`src/rtl/slink_apb_initiator.sv`:
```
// APB3 initiator for S-Link register blocks: turns a valid/ready register
// request channel into one APB transfer at a time, with wait-state support,
// slave-error reporting, a hung-slave timeout and a saturating error counter.
module slink_apb_initiator #(
    parameter int ADDR_WIDTH     = 8,
    parameter int TIMEOUT_CYCLES = 255,
    parameter int ERR_CNT_WIDTH  = 8
) (
    input  logic                     RegClk,
    input  logic                     RegReset_n,
    // host-side request channel
    input  logic                     req_valid,
    output logic                     req_ready,
    input  logic                     req_write,
    input  logic [ADDR_WIDTH-1:0]    req_addr,
    input  logic [31:0]              req_wdata,
    // host-side response channel
    output logic                     rsp_valid,
    input  logic                     rsp_ready,
    output logic [31:0]              rsp_rdata,
    output logic                     rsp_err,
    output logic                     rsp_timeout,
    // debug observation
    output logic [ERR_CNT_WIDTH-1:0] err_count,
    input  logic                     err_count_clr,
    // APB3 requester
    output logic                     PSEL,
    output logic                     PENABLE,
    output logic                     PWRITE,
    output logic [ADDR_WIDTH-1:0]    PADDR,
    output logic [31:0]              PWDATA,
    input  logic [31:0]              PRDATA,
    input  logic                     PREADY,
    input  logic                     PSLVERR
);

    localparam int TO_W = (TIMEOUT_CYCLES > 1) ? $clog2(TIMEOUT_CYCLES + 1) : 1;
    localparam logic [TO_W-1:0] TO_LAST =
        (TIMEOUT_CYCLES > 0) ? TO_W'(TIMEOUT_CYCLES - 1) : '0;
    localparam bit TO_EN = (TIMEOUT_CYCLES != 0);

    typedef enum logic [1:0] {
        ST_IDLE,
        ST_SETUP,
        ST_ACCESS,
        ST_RESP
    } state_t;

    state_t          state_q;
    state_t          state_d;
    logic [TO_W-1:0] tcnt_q;
    logic            accept;
    logic            done_ok;
    logic            done_to;
    logic            resp_err_in;

    // APB control and handshakes decode straight from state, so an async
    // reset drops PSEL/PENABLE/rsp_valid without waiting for a clock.
    assign req_ready   = (state_q == ST_IDLE);
    assign PSEL        = (state_q == ST_SETUP) || (state_q == ST_ACCESS);
    assign PENABLE     = (state_q == ST_ACCESS);
    assign rsp_valid   = (state_q == ST_RESP);
    assign resp_err_in = done_to | (done_ok & PSLVERR);

    // State register
    always_ff @(posedge RegClk or negedge RegReset_n) begin
        if (!RegReset_n) begin
            state_q <= ST_IDLE;
        end else begin
            state_q <= state_d;
        end
    end

    // Next-state logic; PREADY wins over a timeout in the same cycle
    always_comb begin
        state_d = state_q;
        accept  = 1'b0;
        done_ok = 1'b0;
        done_to = 1'b0;
        unique case (state_q)
            ST_IDLE: begin
                if (req_valid) begin
                    accept  = 1'b1;
                    state_d = ST_SETUP;
                end
            end
            ST_SETUP: begin
                state_d = ST_ACCESS;
            end
            ST_ACCESS: begin
                if (PREADY) begin
                    done_ok = 1'b1;
                    state_d = ST_RESP;
                end else if (TO_EN && (tcnt_q == TO_LAST)) begin
                    done_to = 1'b1;
                    state_d = ST_RESP;
                end
            end
            ST_RESP: begin
                if (rsp_ready) begin
                    state_d = ST_IDLE;
                end
            end
            default: begin
                state_d = ST_IDLE;
            end
        endcase
    end

    // Request capture, timeout counter, response and error counter registers
    always_ff @(posedge RegClk or negedge RegReset_n) begin
        if (!RegReset_n) begin
            PWRITE      <= 1'b0;
            PADDR       <= '0;
            PWDATA      <= '0;
            tcnt_q      <= '0;
            rsp_rdata   <= '0;
            rsp_err     <= 1'b0;
            rsp_timeout <= 1'b0;
            err_count   <= '0;
        end else begin
            if (accept) begin
                PWRITE <= req_write;
                PADDR  <= req_addr;
                PWDATA <= req_write ? req_wdata : '0;
            end

            if (accept) begin
                tcnt_q <= '0;
            end else if ((state_q == ST_ACCESS) && !PREADY) begin
                tcnt_q <= tcnt_q + 1'b1;
            end

            if (done_ok) begin
                rsp_rdata   <= (!PWRITE && !PSLVERR) ? PRDATA : '0;
                rsp_err     <= PSLVERR;
                rsp_timeout <= 1'b0;
            end else if (done_to) begin
                rsp_rdata   <= '0;
                rsp_err     <= 1'b1;
                rsp_timeout <= 1'b1;
            end

            if (err_count_clr) begin
                err_count <= '0;
            end else if (resp_err_in && (err_count != '1)) begin
                err_count <= err_count + 1'b1;
            end
        end
    end

endmodule

```
`config.mk`:
```
export PLATFORM = sky130hd
export DESIGN_NAME = slink_apb_initiator
export DESIGN_NICKNAME = d
export VERILOG_FILES = /design/src/rtl/slink_apb_initiator.sv
export SDC_FILE = /design/constraint.sdc
export NUM_CORES = 1
export LEC_CHECK = 0
export CORE_UTILIZATION = 42
export CTS_BUF_LIST = sky130_fd_sc_hd__clkbuf_4 sky130_fd_sc_hd__clkbuf_8 sky130_fd_sc_hd__clkbuf_16
export DETAILED_ROUTE_END_ITERATION = 12
export PLACE_DENSITY_LB_ADDON = 0.3
export SYNTH_ARGS = -nofsm -noshare
export SYNTH_HDL_FRONTEND = slang
export SYNTH_SLANG_ARGS = --single-unit
```
`constraint.sdc`:
```
create_clock -name RegClk -period 2.5 [get_ports RegClk]
set_input_delay 0.625 -clock RegClk [delete_from_list [all_inputs] [get_ports RegClk]]
set_output_delay 0.625 -clock RegClk [all_outputs]
set_load 0.005 [all_outputs]
```
==> results of run 1 <==
cells by family (layout without fill, tap and decap cells):
logic type	Yosys count	after routing	synth area share (%)
and+or+nand+nor	172	172	20.20
DFF	93	93	61.28
AOI/OAI and AO/OA	53	53	10.77
buffers and inverters	32	200	3.427
adders and majority gates	6	6	1.977
xor gates and xnor gates	5	5	1.153
muxes	4	4	1.186
worst max-delay path by stage:
stage,cells after the start,endpoint,slack (ns)
floorplan,7,err_count[6],0.64
global placement,6,err_count[0],0.19
detailed placement,5,err_count[7],0.13
CTS,3,PENABLE,0.15
global route,3,PENABLE,0.05
finish,3,PENABLE,0.18
worst reg2reg max path, stage by stage, from the launching register on:
cell and delay (ns):
dfrtp_1 0.41, inv_1 0.10, ha_1 0.29, nand4_1 0.14, o21a_1 0.29, buf_4 0.25
or3_1 0.36, a21oi_1 0.14
state kept, by name, summed over array words and instances (netlist names):
| register | cells |
|---|---|
| rsp_err | 1 |
| PADDR | 8 |
| rsp_timeout | 1 |
| PWDATA | 32 |
| rsp_rdata | 32 |
| err_count | 8 |
| state_q | 2 |
| tcnt_q | 8 |
| PWRITE | 1 |
per-layer routing:
| layer | track usage, % | vias up | wire, microns |
|---|---|---|---|
| met5 | 0 | - | 0 |
| met4 | 7.807 | 0 | 133 |
| met3 | 6.978 | 12 | 902 |
| met2 | 34.62 | 156 | 4599 |
| met1 | 28.39 | 1596 | 4311 |
| li1 | - | 1580 | - |
cells in the final DEF (no fill, tap or decap), types with 3 or more instances in the layout:
| cell | instances |
|---|---|
| or4_1 | 3 |
| clkdlybuf4s50_1 | 165 |
| nor4_1 | 3 |
| mux2_2 | 4 |
| clkbuf_8 | 9 |
| dfrtp_1 | 93 |
| nand3_1 | 38 |
| nor2b_1 | 6 |
| o21a_1 | 3 |
| o21ai_0 | 4 |
| nand2_1 | 97 |
| buf_4 | 10 |
| inv_6 | 3 |
| xor2_1 | 3 |
| ha_1 | 6 |
| or3_1 | 4 |
| nand4_1 | 4 |
| o31ai_1 | 3 |
| a22o_1 | 32 |
| nor2_1 | 11 |
| a21oi_1 | 8 |
| inv_1 | 7 |
layout make-up:
type | instances | area [sq um]
Clock buffer | 9 | 123.9
Clock inverter | 7 | 81.33
Fill cell | 683 | 2914
Inverter | 7 | 26.28
Multi-Input combinational cell | 240 | 1346
Sequential cell | 93 | 2327
Tap cell | 108 | 135.1
Timing Repair Buffer | 177 | 1767
power breakdown:
group,switching [mW],leakage (nW),internal (mW)
clock,0.557,0.101,0.476
combinational,0.925,1.33,1.44
sequential,0.329,1.23,2.04
==> summary.txt, run 1 <==
Drt
  • Antenna-violating nets left: 0
  • Final wirelength: 9.946 mm
  • DR WL/cell: 15.52 microns
  • 1st-iter DRT viols: 130
  • Vias per inst: 5.217
  • DR vias: 3,344
  • Post-route DRC: 0
  • Initial DRT Pass Iterations: 4

Logic synthesis
  • Cell taking the most area after synthesis: dfrtp_1
  • Flops & latches, synth: 93
  • Top-count cell post-synth: nand2_1
  • Seq/Total Area, Yosys: 61.29%
  • Synth Net Count: 451
  • Avg Cell Area, Syn: 10.40 sq um
  • Main area contributors after synthesis: dfrtp_1 (61%), nand2_1 (9.6%), a22o_1 (7.4%)
  • Mapped Cells: 365
  • Primary flip-flop cell chosen by synthesis mapping: dfrtp_1
  • Asr flop ratio synth: 100.0%
  • Synth Warn #: 0
  • Post-synth top cells: nand2_1 (97), dfrtp_1 (93), nand3_1 (38)
  • Area share of the largest cell type after synthesis: 61.29%
  • Distinct cells, synth: 30
  • Post-synth EDFFs: 0
  • Mapped Area: 0.003797 sq mm

Outcome
  • Outcome: finished, final reports clean

Timing
  • Min cycle time layout: 2.317 ns
  • Setup TNS: 0 ns
  • Maximum clock frequency: 431.6 MHz
  • Relative slew slack: 43.98%
  • Clk_skew: 0.01097 ns
  • Final setup viols: 0
  • Slew Viols, Final: 0
  • Unrepaired setup endpoints after global routing: no
  • Slack of the critical path: 0.1830 ns
  • Hold WS: 0.2445 ns
  • Worst-Margin Slew: 0.8403 ns
  • Fin. Hold Viols: 0
  • Final period utilization: 92.68%

GRT
  • Total GRT Usage: 21.90%
  • Total congestion overflow: 0
  • Vias in the first global route: 3,296
  • Largest net degree at the start of global routing: 46
  • First-pass GRT wire length: 16.42 mm
  • Initial antenna violation count: 0

Floorplanning
  • Row count: 34
  • Starting Density: 43.54%
  • Die Width: 97.09 microns
  • Core area: 0.008721 sq mm
  • Die height: 97.09 microns
  • Top Ports: 167
  • Die ar.: 0.009426 sq mm

Setup path
  • CP max FO: 6
  • WP data arrival: 1.69 ns
  • Worst setup EP type: primary output
  • CP Class: reg2out
  • Worst flop-to-flop path startpoint: state_q[0]
  • Worst R2R End: err_count[0]
  • Worst setup startpoint: state_q[0]
  • CP required: 1.88 ns
  • Worst R2R Path Depth: 7
  • CP Cell Sequence: inv_1 > ha_1 > clkdlybuf4s50_1
  • Startpoint types: register
  • R2R Setup Slk: 0.46 ns
  • CP max stage cell: clkdlybuf4s50_1
  • Largest stage delay, worst path: 0.54 ns
  • Buf+Inv Stages, Crit Path: 2
  • Crit-path leading delay family: buffers and inverters

Placed design
  • Area after DPL: 0.005602 sq mm
  • Placed Cells incl. Taps: 625
  • Placement Setup Slack: 0.1317 ns
  • I/O Buffers: 166
  • Placer Congestion: 0.8170
  • HPWL after DPL: 7.221 mm

Layout
  • Post-route cell area: 0.005807 sq mm
  • Post-Layout Cell Count: 641
  • # diodes: 0
  • Layout Area Growth over Synthesis: 52.92%
  • Final core utilization: 66.59%
  • Share of post-route cells with drive strength above 1: 6.567%
  • Nets@finish: 614

Clock network
  • CTS Root Cell: clkbuf_8
  • CTS tree: built
  • Resized Gates After CTS: 0
  • Num CTS Buffers: 9
  • Clk buf depth: 2
  • Worst-Skew Late Latency: 0.36 ns
  • Cts hold-fix bufs: 0
  • Post-CTS setup buffer count: 0
  • # H-tree levels: 3
  • CTS Sinks: 93
  • Worst-path clk slew: 0.10 ns

Min path
  • Tightest Hold Check Type: in2async

Power and ir drop
  • Peak VDD IR: 585.4 uV
  • PwrDens: 993.6 mW/mm^2
  • Total power: 5.769 mW
  • P_leak: 2.662 nW

Flow run
  • Max-cap violation count: 0
Power figures use the tool's default switching activity.
==> run 2, diff against run 1 <==
- MAX_ROUTING_LAYER: unset -> met4
- SKIP_CTS_REPAIR_TIMING: unset -> 1
- clock period: 2.5 -> 2.6 ns (I/O delays scaled with it)
==> run 2 against run 1 <==
Critical path depth unchanged. Clock-buffer cell count unchanged. Core utilization increased by 0.26 points. Sequential cell count unchanged. Clock skew decreased by 0.00080 ns. Cell count decreased by 0.47%. Critical path type unchanged. Largest cell class unchanged. Largest power group unchanged.
==> summary.txt, run 2 (synthesized netlist as in run 1, its figures left out) <==
Layout
  • Nets@finish: 611
  • Layout Area Growth over Synthesis: 53.51%
  • # diodes: 0
  • Filler cells: 678
  • Post-route cell area: 0.005829 sq mm
  • Regs by FF count: PWDATA: 32 flops, rsp_rdata: 32 flops
  • Share of post-route cells with drive strength above 1: 6.038%
  • Most common cell after layout, fill and taps aside: clkdlybuf4s50_1
  • Commonest cells after routing, fill and taps aside: clkdlybuf4s50_1 (165), nand2_1 (97), dfrtp_1 (93)
  • Post-Layout Cell Count: 638
  • Final core utilization: 66.84%

Power and ir drop
  • P_leak: 2.674 nW
  • Sequential share of power: 40.2%
  • Internal power: 3.982 mW
  • Power share of the combinational group: 39.9%
  • Clock Power Share: 19.9%
  • Total power: 5.675 mW
  • NetSw: 1.694 mW
  • PwrDens: 973.6 mW/mm^2
  • Peak VDD IR: 512.7 uV
  • Sw Ratio: 29.84%

Timing
  • Relative slew slack: 44.30%
  • Final setup viols: 0
  • Slack of the critical path: 0.2880 ns
  • Worst-Margin Slew: 0.8355 ns
  • Clk_skew: 0.01018 ns
  • Hold WS: 0.3133 ns
  • Maximum clock frequency: 432.5 MHz
  • Unrepaired setup endpoints after global routing: no
  • Final period utilization: 88.92%
  • Setup TNS: 0 ns
  • Slew Viols, Final: 0
  • Fin. Hold Viols: 0
  • Min cycle time layout: 2.312 ns

Clock network
  • Num CTS Buffers: 9
  • CTS Root Cell: clkbuf_8
  • Clk buf depth: 2
  • CTS tree: built
  • Worst-Skew Late Latency: 0.35 ns
  • CTS Sinks: 93
  • Worst-path clk slew: 0.09 ns
  • # H-tree levels: 3

Placed design
  • HPWL after DPL: 6.901 mm
  • Placer Congestion: 0.8012
  • Placement Setup Slack: 0.1992 ns
  • Area after DPL: 0.005592 sq mm
  • I/O Buffers: 166
  • Placed Cells incl. Taps: 622

GRT
  • Total GRT Usage: 22.04%
  • Initial antenna violation count: 0
  • Total congestion overflow: 0
  • Vias in the first global route: 3,343
  • First-pass GRT wire length: 16.15 mm
  • Largest net degree at the start of global routing: 94

Drt
  • Antenna-violating nets left: 0
  • Vias per inst: 5.202
  • Final wirelength: 9.792 mm
  • Post-route DRC: 0
  • 1st-iter DRT viols: 157
  • DR vias: 3,319
  • DR WL/cell: 15.35 microns
  • Initial DRT Pass Iterations: 4

Setup path
  • CP Cell Sequence: inv_1 > ha_1 > clkdlybuf4s50_1
  • R2R Setup Slk: 0.57 ns
  • CP max stage cell: clkdlybuf4s50_1
  • Startpoint types: register
  • Largest stage delay, worst path: 0.54 ns
  • CP required: 1.95 ns
  • Worst R2R Path Depth: 6
  • Worst R2R End: err_count[5]
  • CP max FO: 6
  • Worst flop-to-flop path startpoint: state_q[0]
  • CP Class: reg2out
  • WP data arrival: 1.66 ns
  • Worst setup EP type: primary output

Floorplanning
  • Row count: 34
  • Die Width: 97.09 microns
  • Die ar.: 0.009426 sq mm
  • Die height: 97.09 microns
  • Core area: 0.008721 sq mm
  • Starting Density: 43.54%
  • Top Ports: 167

Min path
  • Tightest Hold Check Type: in2async

Flow run
  • Max-cap violation count: 0

Outcome
  • Outcome: finished, final reports clean
-- run 2: routing by layer --
layer	track usage, %	part of all wire (%)	vias up
li1	-	-	1562
met1	28.30	44	1581
met2	33.21	45	157
met3	5.755	8.4	19
met4	9.414	2.3	0
met5	-	0	-
-- run 2: how the worst max path moves through the flow --
stage | startpoint | to
detailed placement | PREADY | err_count[5]
global placement | PREADY | err_count[0]
floorplan | state_q[0] | err_count[6]
CTS | state_q[0] | PENABLE
finish | state_q[0] | PENABLE
global route | state_q[0] | PENABLE
-- run 2: final cells by class --
| class | instances | area (sq um) | area share, % |
|---|---|---|---|
| tap | 108 | 135.1 | 2.318 |
| clock inverter | 7 | 113.9 | 1.953 |
| clock buffer | 9 | 123.9 | 2.125 |
| sequential | 93 | 2327 | 39.92 |
| timing repair buffer | 174 | 1757 | 30.14 |
| inverter | 7 | 26.28 | 0.4507 |
| multi-input combinational | 240 | 1346 | 23.10 |
-- run 2: critical path, delay by kind of cell, from the launching register on --
kind	cells	cell delay, ns
buffers and inverters	2	0.62
flip-flops	1	0.40
adder cells (fa/ha/maj)	1	0.28
-- run 2: power by group through the flow --
| stage | sequential, mW | combinational (mW) | clock (mW) |
|---|---|---|---|
| 3_3_place_gp | 2.28 | 2.24 | 0 |
| 2_1_floorplan | 2.31 | 0.798 | 0 |
| 6_report | 2.28 | 2.26 | 1.13 |
| 5_1_grt | 2.35 | 2.46 | 1.23 |
| 4_1_cts | 2.28 | 2.29 | 1.16 |
| 3_5_place_dp | 2.31 | 2.28 | 0 |
==> run 3, diff against run 2 <==
- CORE_UTILIZATION: 42 -> 40
==> run 3 against run 2 <==
Clock skew is 0.0054 ns higher. Maximum frequency hardly changed. Via count is 0.33% lower. Register-to-register slack worse by 0.09 ns. Sequential share of layout area is 0.21 points higher. Setup slack hardly changed. Sequential cell count stayed put. Power is 2.3% lower. Critical endpoint unchanged. Core utilization is 3.8 points lower.
==> summary.txt, run 3 (synthesized netlist as in run 1, its figures left out) <==
Timing
  • Relative slew slack: 44.79%
  • Worst-Margin Slew: 0.8282 ns
  • Hold WS: 0.2784 ns
  • Fin. Hold Viols: 0
  • Clk_skew: 0.01555 ns
  • Maximum clock frequency: 432.6 MHz
  • Unrepaired setup endpoints after global routing: no
  • Slew Viols, Final: 0
  • Final period utilization: 88.91%
  • Final setup viols: 0
  • Min cycle time layout: 2.312 ns
  • Slack of the critical path: 0.2883 ns
  • Setup TNS: 0 ns

GRT
  • Met3 usage: 5.622%
  • Largest net degree at the start of global routing: 53
  • Total congestion overflow: 0
  • Vias in the first global route: 3,381
  • Initial antenna violation count: 0
  • First-pass GRT wire length: 16.39 mm
  • Met2 GRT Util: 33.92%
  • Met1 Use GR: 28.15%
  • Total GRT Usage: 21.64%
  • Gr busiest metal: met2

Layout
  • Regs by FF count: PWDATA: 32 flops, rsp_rdata: 32 flops
  • Share of post-route cells with drive strength above 1: 6.391%
  • Most common cell after layout, fill and taps aside: clkdlybuf4s50_1
  • Nets@finish: 613
  • Commonest cells after routing, fill and taps aside: clkdlybuf4s50_1 (165), nand2_1 (97), dfrtp_1 (93)
  • Layout Area Growth over Synthesis: 52.72%
  • Final core utilization: 63.06%
  • # diodes: 0

Floorplanning
  • Die Width: 99.44 microns
  • Row count: 35
  • Top Ports: 167
  • Die ar.: 0.009887 sq mm
  • Starting Density: 41.29%
  • Die height: 99.44 microns
  • Core area: 0.009196 sq mm

Setup path
  • CP max FO: 6
  • CP max stage cell: clkdlybuf4s50_1
  • Largest stage delay, worst path: 0.55 ns
  • WP data arrival: 1.66 ns
  • Worst path depth: 3
  • Worst setup EP type: primary output
  • Crit-path leading delay family: buffers and inverters
  • CP Class: reg2out
  • Startpoint types: register
  • Worst R2R Path Depth: 6
  • CP required: 1.95 ns
  • CP Cell Sequence: inv_1 > ha_1 > clkdlybuf4s50_1
  • Buf+Inv Stages, Crit Path: 2

Drt
  • DR WL/cell: 15.56 microns
  • Antenna-violating nets left: 0
  • Post-route DRC: 0
  • Vias per inst: 5.145
  • 1st-iter DRT viols: 108
  • Initial DRT Pass Iterations: 4
  • DR vias: 3,308
  • Final wirelength: 10.00 mm

Power and ir drop
  • Sequential share of power: 41.0%
  • Sw Ratio: 31.09%
  • Internal power: 3.819 mW
  • Total power: 5.542 mW
  • PwrDens: 955.6 mW/mm^2
  • Power share of the combinational group: 41.1%
  • Clock Power Share: 17.8%
  • P_leak: 2.649 nW
  • Peak VDD IR: 442.6 uV
  • NetSw: 1.723 mW

Clock network
  • CTS Sinks: 93
  • CTS Root Cell: clkbuf_8
  • Worst-Skew Late Latency: 0.35 ns
  • Worst-path clk slew: 0.10 ns
  • Clk buf depth: 2
  • CTS tree: built
  • Num CTS Buffers: 9
  • # H-tree levels: 3

Flow run
  • Max-cap violation count: 0

Placed design
  • Placer Congestion: 0.7986
  • Placement Setup Slack: 0.1748 ns
  • HPWL after DPL: 7.051 mm
  • I/O Buffers: 166

Outcome
  • Outcome: finished, final reports clean

Min path
  • Tightest Hold Check Type: in2async
==> run 3: cell count changes in the layout (fill, tap and decap cells not counted), moves of 2 or more <==
| cell | delta |
|---|---|
| buf_4 | +3 |
| clkinvlp_4 | +3 |
| inv_6 | +2 |
| bufinv_16 | -2 |
| clkinv_2 | -3 |
==> run 3: power by group through the flow <==
stage               clock network, mW  logic (mW)  registers, mW
finish                          0.987        2.28           2.27
global route                     1.07        2.52           2.34
CTS                              1.01        2.31           2.28
detailed placement                  0        2.30           2.30
global placement                    0        2.24           2.28
floorplan                           0       0.798           2.31
==> run 3: path summary, 6_finish.rpt <==
| kind | from | endpoint | slack (ns) |
|---|---|---|---|
| worst max-delay path | state_q[0] | PENABLE | 0.29 |
| worst min-delay path | RegReset_n | rsp_rdata[27] | 0.28 |
| worst max register to register | state_q[0] | err_count[6] | 0.48 |
| worst min register to register | PWDATA[29] | PWDATA[29] | 0.47 |
| max in group asynchronous | RegReset_n | PWDATA[5] | 1.64 |
| min in group RegClk | PWDATA[29] | PWDATA[29] | 0.47 |
==> run 3: stage by stage <==
stage	instances	instance area, sq um
after floorplan	365	3797
after global placement	627	5598
after detailed placement	627	5598
after CTS	643	5799
after global routing	643	5799
final	643	5799
==> run 3: final cells by class <==
cell class              count  area, sq um
inverters                   7        26.28
well taps                 111        138.9
flip-flops and latches     93         2327
fillers                   758         3397
clock buffers              10        131.4
repair buffers            176         1759
multi-input cells         240         1346
clock inverters             6        70.07
==> run 3: routing by layer <==
| metal | vias to the layer above | part of all wire (%) |
|---|---|---|
| met1 | 1587 | 45 |
| met4 | 0 | 0.75 |
| met5 | - | 0 |
| met2 | 140 | 46 |
| met3 | 7 | 8.1 |
| li1 | 1574 | - |
